===== config.mk =====
export PLATFORM = sky130hd
export DESIGN_NAME = overdrive_pregain
export DESIGN_NICKNAME = d
export VERILOG_FILES = /design/src/rtl/overdrive_pkg.sv /design/src/rtl/overdrive_gain_ramp.sv /design/src/rtl/overdrive_pregain.sv
export SDC_FILE = /design/constraint.sdc
export NUM_CORES = 2
export LEC_CHECK = 0
export CORE_MARGIN = 3
export CORE_UTILIZATION = 60
export DETAILED_ROUTE_END_ITERATION = 16
export GPL_TIMING_DRIVEN = 0
export PLACE_DENSITY = 0.79
export SLEW_MARGIN = 20
export SYNTH_ARGS = -nofsm -noshare
export SYNTH_HDL_FRONTEND = slang
export SYNTH_SLANG_ARGS = --single-unit

===== constraint.sdc =====
create_clock -name clk -period 10.4 [get_ports clk]
set_input_delay 2.08 -clock clk [delete_from_list [all_inputs] [get_ports clk]]
set_output_delay 2.08 -clock clk [all_outputs]
set_load 0.02 [all_outputs]

===== src/rtl/overdrive_pkg.sv =====
// Shared definitions for the overdrive chain: default scales, gain FSM states,
// and the saturation helper reused by the clamp stage.
package overdrive_pkg;

  localparam int unsigned BitsPerLevelDefault = 12;
  localparam int unsigned GainFracDefault     = 8;

  typedef enum logic [0:0] {
    StIdle,
    StRamp
  } gain_state_e;

  // Clamp a wide signed value to [-limit, +limit] and narrow it to a sample.
  function automatic logic signed [31:0] saturate(input logic signed [47:0] value,
                                                  input logic signed [47:0] limit);
    logic signed [47:0] clamped;
    if (value > limit) begin
      clamped = limit;
    end else if (value < -limit) begin
      clamped = -limit;
    end else begin
      clamped = value;
    end
    return 32'(clamped);
  endfunction

endpackage


===== src/rtl/overdrive_gain_ramp.sv =====
// Gain FSM: latches requested gain targets and walks the applied gain toward
// them by a fixed step, one step per accepted input sample.
module overdrive_gain_ramp
  import overdrive_pkg::*;
#(
  parameter int unsigned GAIN_FRAC = GainFracDefault,
  parameter int unsigned RAMP_STEP = 1
) (
  input  logic        clk,
  input  logic        rst,
  input  logic [15:0] gain_target,
  input  logic        gain_load,
  input  logic        step_en,
  output logic [15:0] gain_current,
  output logic        ramping
);

  localparam logic [15:0] UnityGain = 16'(1 << GAIN_FRAC);
  localparam logic [16:0] StepW     = 17'(RAMP_STEP);

  gain_state_e state_q, state_d;
  logic [15:0] gain_q, gain_d;
  logic [15:0] target_q, target_d;
  logic [15:0] gain_stepped;
  logic [16:0] gap;

  // One step toward the latched target, clamped so it never overshoots.
  always_comb begin
    gain_stepped = gain_q;
    gap          = 17'd0;
    if (target_q > gain_q) begin
      gap          = {1'b0, target_q} - {1'b0, gain_q};
      gain_stepped = (gap > StepW) ? 16'({1'b0, gain_q} + StepW) : target_q;
    end else if (target_q < gain_q) begin
      gap          = {1'b0, gain_q} - {1'b0, target_q};
      gain_stepped = (gap > StepW) ? 16'({1'b0, gain_q} - StepW) : target_q;
    end
  end

  // Next state: a step uses the old target; a same-edge load only affects later steps.
  always_comb begin
    state_d  = state_q;
    gain_d   = gain_q;
    target_d = target_q;
    unique case (state_q)
      StIdle: begin
        if (gain_load) begin
          target_d = gain_target;
          if (gain_target != gain_q) begin
            state_d = StRamp;
          end
        end
      end
      StRamp: begin
        if (step_en) begin
          gain_d = gain_stepped;
        end
        if (gain_load) begin
          target_d = gain_target;
        end
        if (gain_d == target_d) begin
          state_d = StIdle;
        end
      end
      default: state_d = StIdle;
    endcase
  end

  // Gain FSM state register.
  always_ff @(posedge clk or posedge rst) begin
    if (rst) begin
      state_q  <= StIdle;
      gain_q   <= UnityGain;
      target_q <= UnityGain;
    end else begin
      state_q  <= state_d;
      gain_q   <= gain_d;
      target_q <= target_d;
    end
  end

  assign gain_current = gain_q;
  assign ramping      = (state_q == StRamp);

endmodule


===== src/rtl/overdrive_pregain.sv =====
// Pre-gain stage ahead of the overdrive clamp: two-stage multiply / shift-and-
// saturate pipeline with valid/ready on both sides and a ramped gain.
module overdrive_pregain
  import overdrive_pkg::*;
#(
  parameter int unsigned BITS_PER_LEVEL = BitsPerLevelDefault,
  parameter int unsigned GAIN_FRAC      = GainFracDefault,
  parameter int unsigned RAMP_STEP      = 1
) (
  input  logic               clk,
  input  logic               rst,
  input  logic               in_valid,
  output logic               in_ready,
  input  logic signed [31:0] in_sample,
  input  logic        [15:0] gain_target,
  input  logic               gain_load,
  output logic               out_valid,
  input  logic               out_ready,
  output logic signed [31:0] out_sample,
  output logic        [15:0] gain_current,
  output logic               ramping
);

  localparam int unsigned        SatShift = BITS_PER_LEVEL + 2;
  localparam logic signed [47:0] SatLimit = 48'(longint'(1) << SatShift);

  logic               advance;
  logic               in_xfer;
  logic               s1_valid_q, s1_valid_d;
  logic signed [47:0] prod_q, prod_d;
  logic               out_valid_q, out_valid_d;
  logic signed [31:0] out_sample_q, out_sample_d;
  logic signed [47:0] sample_ext;
  logic signed [47:0] gain_ext;
  logic signed [47:0] shifted;

  // Whole pipeline moves together; a stalled output freezes both stages.
  assign advance  = !out_valid_q || out_ready;
  assign in_ready = advance;
  assign in_xfer  = in_valid && advance;

  overdrive_gain_ramp #(
    .GAIN_FRAC (GAIN_FRAC),
    .RAMP_STEP (RAMP_STEP)
  ) u_gain_ramp (
    .clk          (clk),
    .rst          (rst),
    .gain_target  (gain_target),
    .gain_load    (gain_load),
    .step_en      (in_xfer),
    .gain_current (gain_current),
    .ramping      (ramping)
  );

  // Next state for both pipeline stages; bubbles clear the valid bits.
  always_comb begin
    sample_ext   = {{16{in_sample[31]}}, in_sample};
    gain_ext     = {32'd0, gain_current};
    shifted      = prod_q >>> GAIN_FRAC;
    s1_valid_d   = s1_valid_q;
    prod_d       = prod_q;
    out_valid_d  = out_valid_q;
    out_sample_d = out_sample_q;
    if (advance) begin
      s1_valid_d  = in_valid;
      out_valid_d = s1_valid_q;
      if (in_valid) begin
        prod_d = sample_ext * gain_ext;
      end
      if (s1_valid_q) begin
        out_sample_d = saturate(shifted, SatLimit);
      end
    end
  end

  // Pipeline registers.
  always_ff @(posedge clk or posedge rst) begin
    if (rst) begin
      s1_valid_q   <= 1'b0;
      prod_q       <= '0;
      out_valid_q  <= 1'b0;
      out_sample_q <= '0;
    end else begin
      s1_valid_q   <= s1_valid_d;
      prod_q       <= prod_d;
      out_valid_q  <= out_valid_d;
      out_sample_q <= out_sample_d;
    end
  end

  assign out_valid  = out_valid_q;
  assign out_sample = out_sample_q;

endmodule


# == Word-level counts from Yosys, hierarchy flattened ==
# Cells that the tools add are included.
# op_classes
n_eq_ne,2
n_mux,15
multipliers,1
magnitude_cmp,6
n_addsub,4
n_shift,0
reduce_logical,5
div_mod_pow,0
n_bitwise,1
# ops
op,count
two-way mux 16 bit,8
two-way mux 32 bit,2
multiplier 32 x 17 -> 48 bit,1
"greater-than comparator 40 x 16 -> 1 bit, second input constant",1
"< comparator 40 x 15 -> 1 bit, second input constant",1
"greater-than comparator 17 x 1 -> 1 bit, second input constant",2
subtractor 16 x 16 -> 17 bit,2
case mux 16 bit (2 select lines),1
"adder 16 x 1 -> 16 bit, second input constant",1
equality test 16 bit,1
greater-than comparator 16 bit,1
< comparator 16 bit,1
!= test 16 bit,1
"subtractor 16 x 1 -> 16 bit, second input constant",1
AND reduction 2 bit,2
two-way mux 1 bit,3
case mux 1 bit (2 select lines),1
logical AND 1 bit,1
logical NOT 1 bit,1
logical OR 1 bit,1
inverter 1 bit,1
# word_totals
n_memories,0
ramBits,0
latchBits,0
ff_bits,115
out_inout_bits,51
mem_bits_ro,0

# == Longest topological paths before layout ==
# logic_depth
ltp_word,10
depth_mapped,28

# == Cells and area by module ==
# From an unflattened synthesis, not the netlist that was laid out.
# unflattened
hier_cells,2909
hier_area_um2,25220.4
# modules_own_cells
mod,instances,seq_area_each_um2,area_per_inst_um2,cells_per_inst
overdrive_pregain,1,1851.8,20114.3,2211
overdrive_gain_ramp,1,828.3,5106.1,698

# == Worst setup path after synthesis ==
# No wires, ideal clock.
# synth_path
path_kind,input to register
start,in in_sample[7]
end,reg prod_q[44]
cell_stages,27
setup_slack_ps,1698
required_ps,10266
path_buffers,1
setup_ps,134
t_arrival_ps,8569
path_cell_list,clkbuf_1 nand2_1 fa_1 inv_1 fa_1 inv_1 fa_1 inv_1 fa_1 fa_1 inv_1 fa_1 inv_1 ha_1 a21o_1 a21o_1 a221o_1 a31oi_1 o21ai_0 a21oi_1 o21ai_0 o2111a_1 o2111ai_1 o21ai_0 a21oi_1 xor2_1 o21ai_0
# synth_between
elab_chain_len,1
# synth_lines
item,line_no,text
"start, declared",overdrive_pregain.sv:14,"input logic signed [31:0] in_sample,"
multiplier 32 x 17 -> 48 bit,overdrive_pregain.sv:68,prod_d = sample_ext * gain_ext;
"end signal, assigned",overdrive_pregain.sv:85,prod_q <= prod_d;
"end, declared",overdrive_pregain.sv:30,"logic signed [47:0] prod_q, prod_d;"
# Every way passes these cells.
# A chain may end at the register's enable or synchronous reset.

# == Final worst setup path ==
# Ends and elaborated chain as after synthesis.

==> results.md <==
- Antenna Violating Nets Remaining: 0
- Ant. Diodes: 0
- I/O Buffers: 102
- Most common library cells after synthesis: inv_1 (603), fa_1 (484), nand2_1 (392)
- Layout area overhead: 8.24%
- Tmin final: 10.09 ns
- Final hold viol count: 0
- Final HPWL DP: 66000 um
- Synth Flop Type: dfrtp_1
- Crit Path Category: in -> reg
- Finish-stage setup viols: 0
- Multi-input logic area: 19500 um^2
- Vias: 21196
- Count leader, synth: inv_1
- CTS H-Tree Depth: 3
- Largest net degree at the start of global routing: 62
- Gate Count Post-Synth: 2853
- Status: completed
- Clock buffer count from CTS: 9
- RSZ-0062 raised after global routing: false
- DR pass1 iterations: 7
- Syn_nets: 3536
- Largest area contributor in the netlist: fa_1
- Hold path start: out_sample[20]
- # IOs: 104
- Seq/Total Area, Yosys: 0.107
- Hold_ws: 0.479 ns
- Critical path data arrival time: 10.33 ns
- Yosys top cell area share: 0.388
- First-pass GRT wire length: 126000 um
- Antenna violations before repair: 1
- Routed WL: 79800 um
- Worst-skew pair later-pin latency: 0.37 ns
- Yosys reg bits: 107
- Synth cell types: 81
- Fillers: 3455
- Setup tns final: 0 ns
- Fmax: 99.1 MHz
- GRT Total Usage: 0.375
- Mapped Avg Cell Area: 8.75 um^2
- Floorplan core area: 40900 um^2
- Max cap viols: 0
- Data required, critical path: 10.64 ns
- Clk pin slew, worst setup/hold paths: 0.08 ns
- Root buffer cell: clkbuf_16
- Clock Tree Buf Depth: 2
- Nets: 3650
- Detailed-route DRC error count: 0
- CP max FO: 10
- Iteration-0 DRC Markers: 2314
- Placed Area: 26700 um^2
- Starting Density: 0.610
- Core Util, Final: 0.660
- Post-synth EDFFs: 0
- Number of vias per cell: 6.05
- Final period util: 0.970
- Finished Cell Area: 27000 um^2
- WL per Instance: 22.8 um
- Clock tree from TritonCTS: done
- Worst Skew: 0.0126 ns
- GP Congestion: 1.04
- Share of cells above drive strength 1: 0.0168
- Worst slew margin: 0.296
- Mapped cell area: 25000 um^2
- Met2 wire len: 37000 um
- Met3 routed wirelength: 8250 um
- Clock sinks: 107
- # hold bufs at CTS: 0
- Tightest Pin Transition: 1.06 ns
- Die ar.: 44100 um^2
- Synth async-reset ratio: 1.00
- Ys Warns: 0
- Wire length on met1: 28300 um
- # rows: 74
- Vias in the first global route: 23085
- Overflow after GRT: 0
- CP startpoint: in_sample[7]
- Worst Setup End Kind: flop
- R2R Path Start: u_gain_ramp.gain_current[10]
- Register area: 2680 um^2
- Worst min-delay path class: reg -> reg
- Die height: 210 um
- Area contributors post-synth: fa_1 (39%), dfrtp_1 (11%), inv_1 (9.1%)
- Startpoint Class: input port
- Max-slew violations: 0
- Die X: 210 um
- DR top layer: met5
-- metrics by stage --
| step | cells | setup slack (ns) |
|---|---|---|
| 2_1_floorplan | 2853 | 1.70 |
| 3_3_place_gp | 3487 | -0.482 |
| 3_5_place_dp | 3488 | -0.676 |
| 4_1_cts | 3504 | 0.00638 |
| 5_1_grt | 3504 | 0.0336 |
| 6_report | 3504 | 0.312 |
-- cells in the final DEF, fill, tap and decap left out, types with 10 or more instances in the layout --
master           Yosys  final
o22ai_1             13     13
and3_1              12     12
xor2_1              42     42
a211oi_1            12     12
buf_1               21     21
a31oi_1             11     10
a22o_1              14     14
fa_1               484    484
o211ai_1            12     12
nand3_1             29     29
nand4_1             27     27
clkdlybuf4s50_1      0    101
xnor2_1             61     60
o21a_1              16     16
nand2_1            392    392
mux2i_1             23     23
and2_1             229    229
dfrtp_1            105    105
nor3_1              25     25
a21o_1              37     37
nor4_1              22     22
o21ai_0             78     77
clkbuf_1           118    110
o21ai_1             10     10
o22a_1              13     13
ha_1               146    146
inv_1              603    602
nor2_1              79     79
nor2b_1             15     15
a21oi_1             68     67
a22oi_1             10     10
-- worst max-delay path: stages --
cell	delay [ns]
clkdlybuf4s50_1	0.74
buf_2	0.36
nand2_1	0.12
fa_1	0.58
inv_1	0.06
fa_1	0.52
inv_1	0.07
fa_1	0.54
inv_1	0.05
fa_1	0.46
fa_1	0.50
inv_1	0.05
fa_1	0.48
inv_1	0.05
ha_1	0.32
a21o_1	0.20
a21o_1	0.18
a221o_1	0.37
a31oi_2	0.28
o21ai_0	0.25
a21oi_2	0.29
o21ai_2	0.22
o2111a_1	0.43
o2111ai_1	0.35
o21ai_0	0.22
a21oi_1	0.21
xor2_1	0.22
o21ai_0	0.11
-- final cells by class --
type,instances,area share
clock buffer,9,0.00833
sequential,107,0.0992
multi-input combinational,1998,0.721
clock inverter,7,0.00296
buffer,142,0.0205
timing repair buffer,103,0.0389
inverter,606,0.0844
tap,532,0.0246
-- kinds of logic (layout without fill, tap and decap cells) --
kind of cell,after synthesis,in the layout,share of synthesized area
adders and majority gates,630,630,0.461
and+or+nand+nor,871,871,0.170
AOI/OAI and AO/OA,363,363,0.0987
buffers and inverters,748,867,0.113
muxes,31,31,0.0133
DFF,107,107,0.107
xor gates and xnor gates,103,103,0.0361
-- layer usage --
metal	global-route usage	vias up
li1	-	9010
met5	0	-
met2	0.602	1326
met3	0.0719	354
met1	0.467	10504
met4	0.249	2
-- flip-flops by register name (all words and copies together) (netlist names) --
register and count:
s1_valid_q 1, u_gain_ramp.ramping 1, u_gain_ramp.gain_current 16, out_valid 1
prod_q 40, out_sample 32, u_gain_ramp.target_q 16
-- path summary, 6_finish.rpt --
check	end	slack, ns	cells past startpoint
worst max-delay path	prod_q[44]	0.31	28
worst min-delay path	out_sample[20]	0.48	1
worst max register to register	prod_q[44]	1.01	28
worst min register to register	out_sample[20]	0.48	1
max in group asynchronous	prod_q[47]	7.60	3
min in group asynchronous	out_sample[1]	2.12	2
-- repair_timing --
item | in CTS | in global routing
resized for setup | 8 | 9
setup buffers | 0 | 0
setup endpoints to repair | 11 | 14
Power is left out: the tool's default activity adds up to more than one toggle a clock period on the data nets, which glitch-free logic cannot reach.
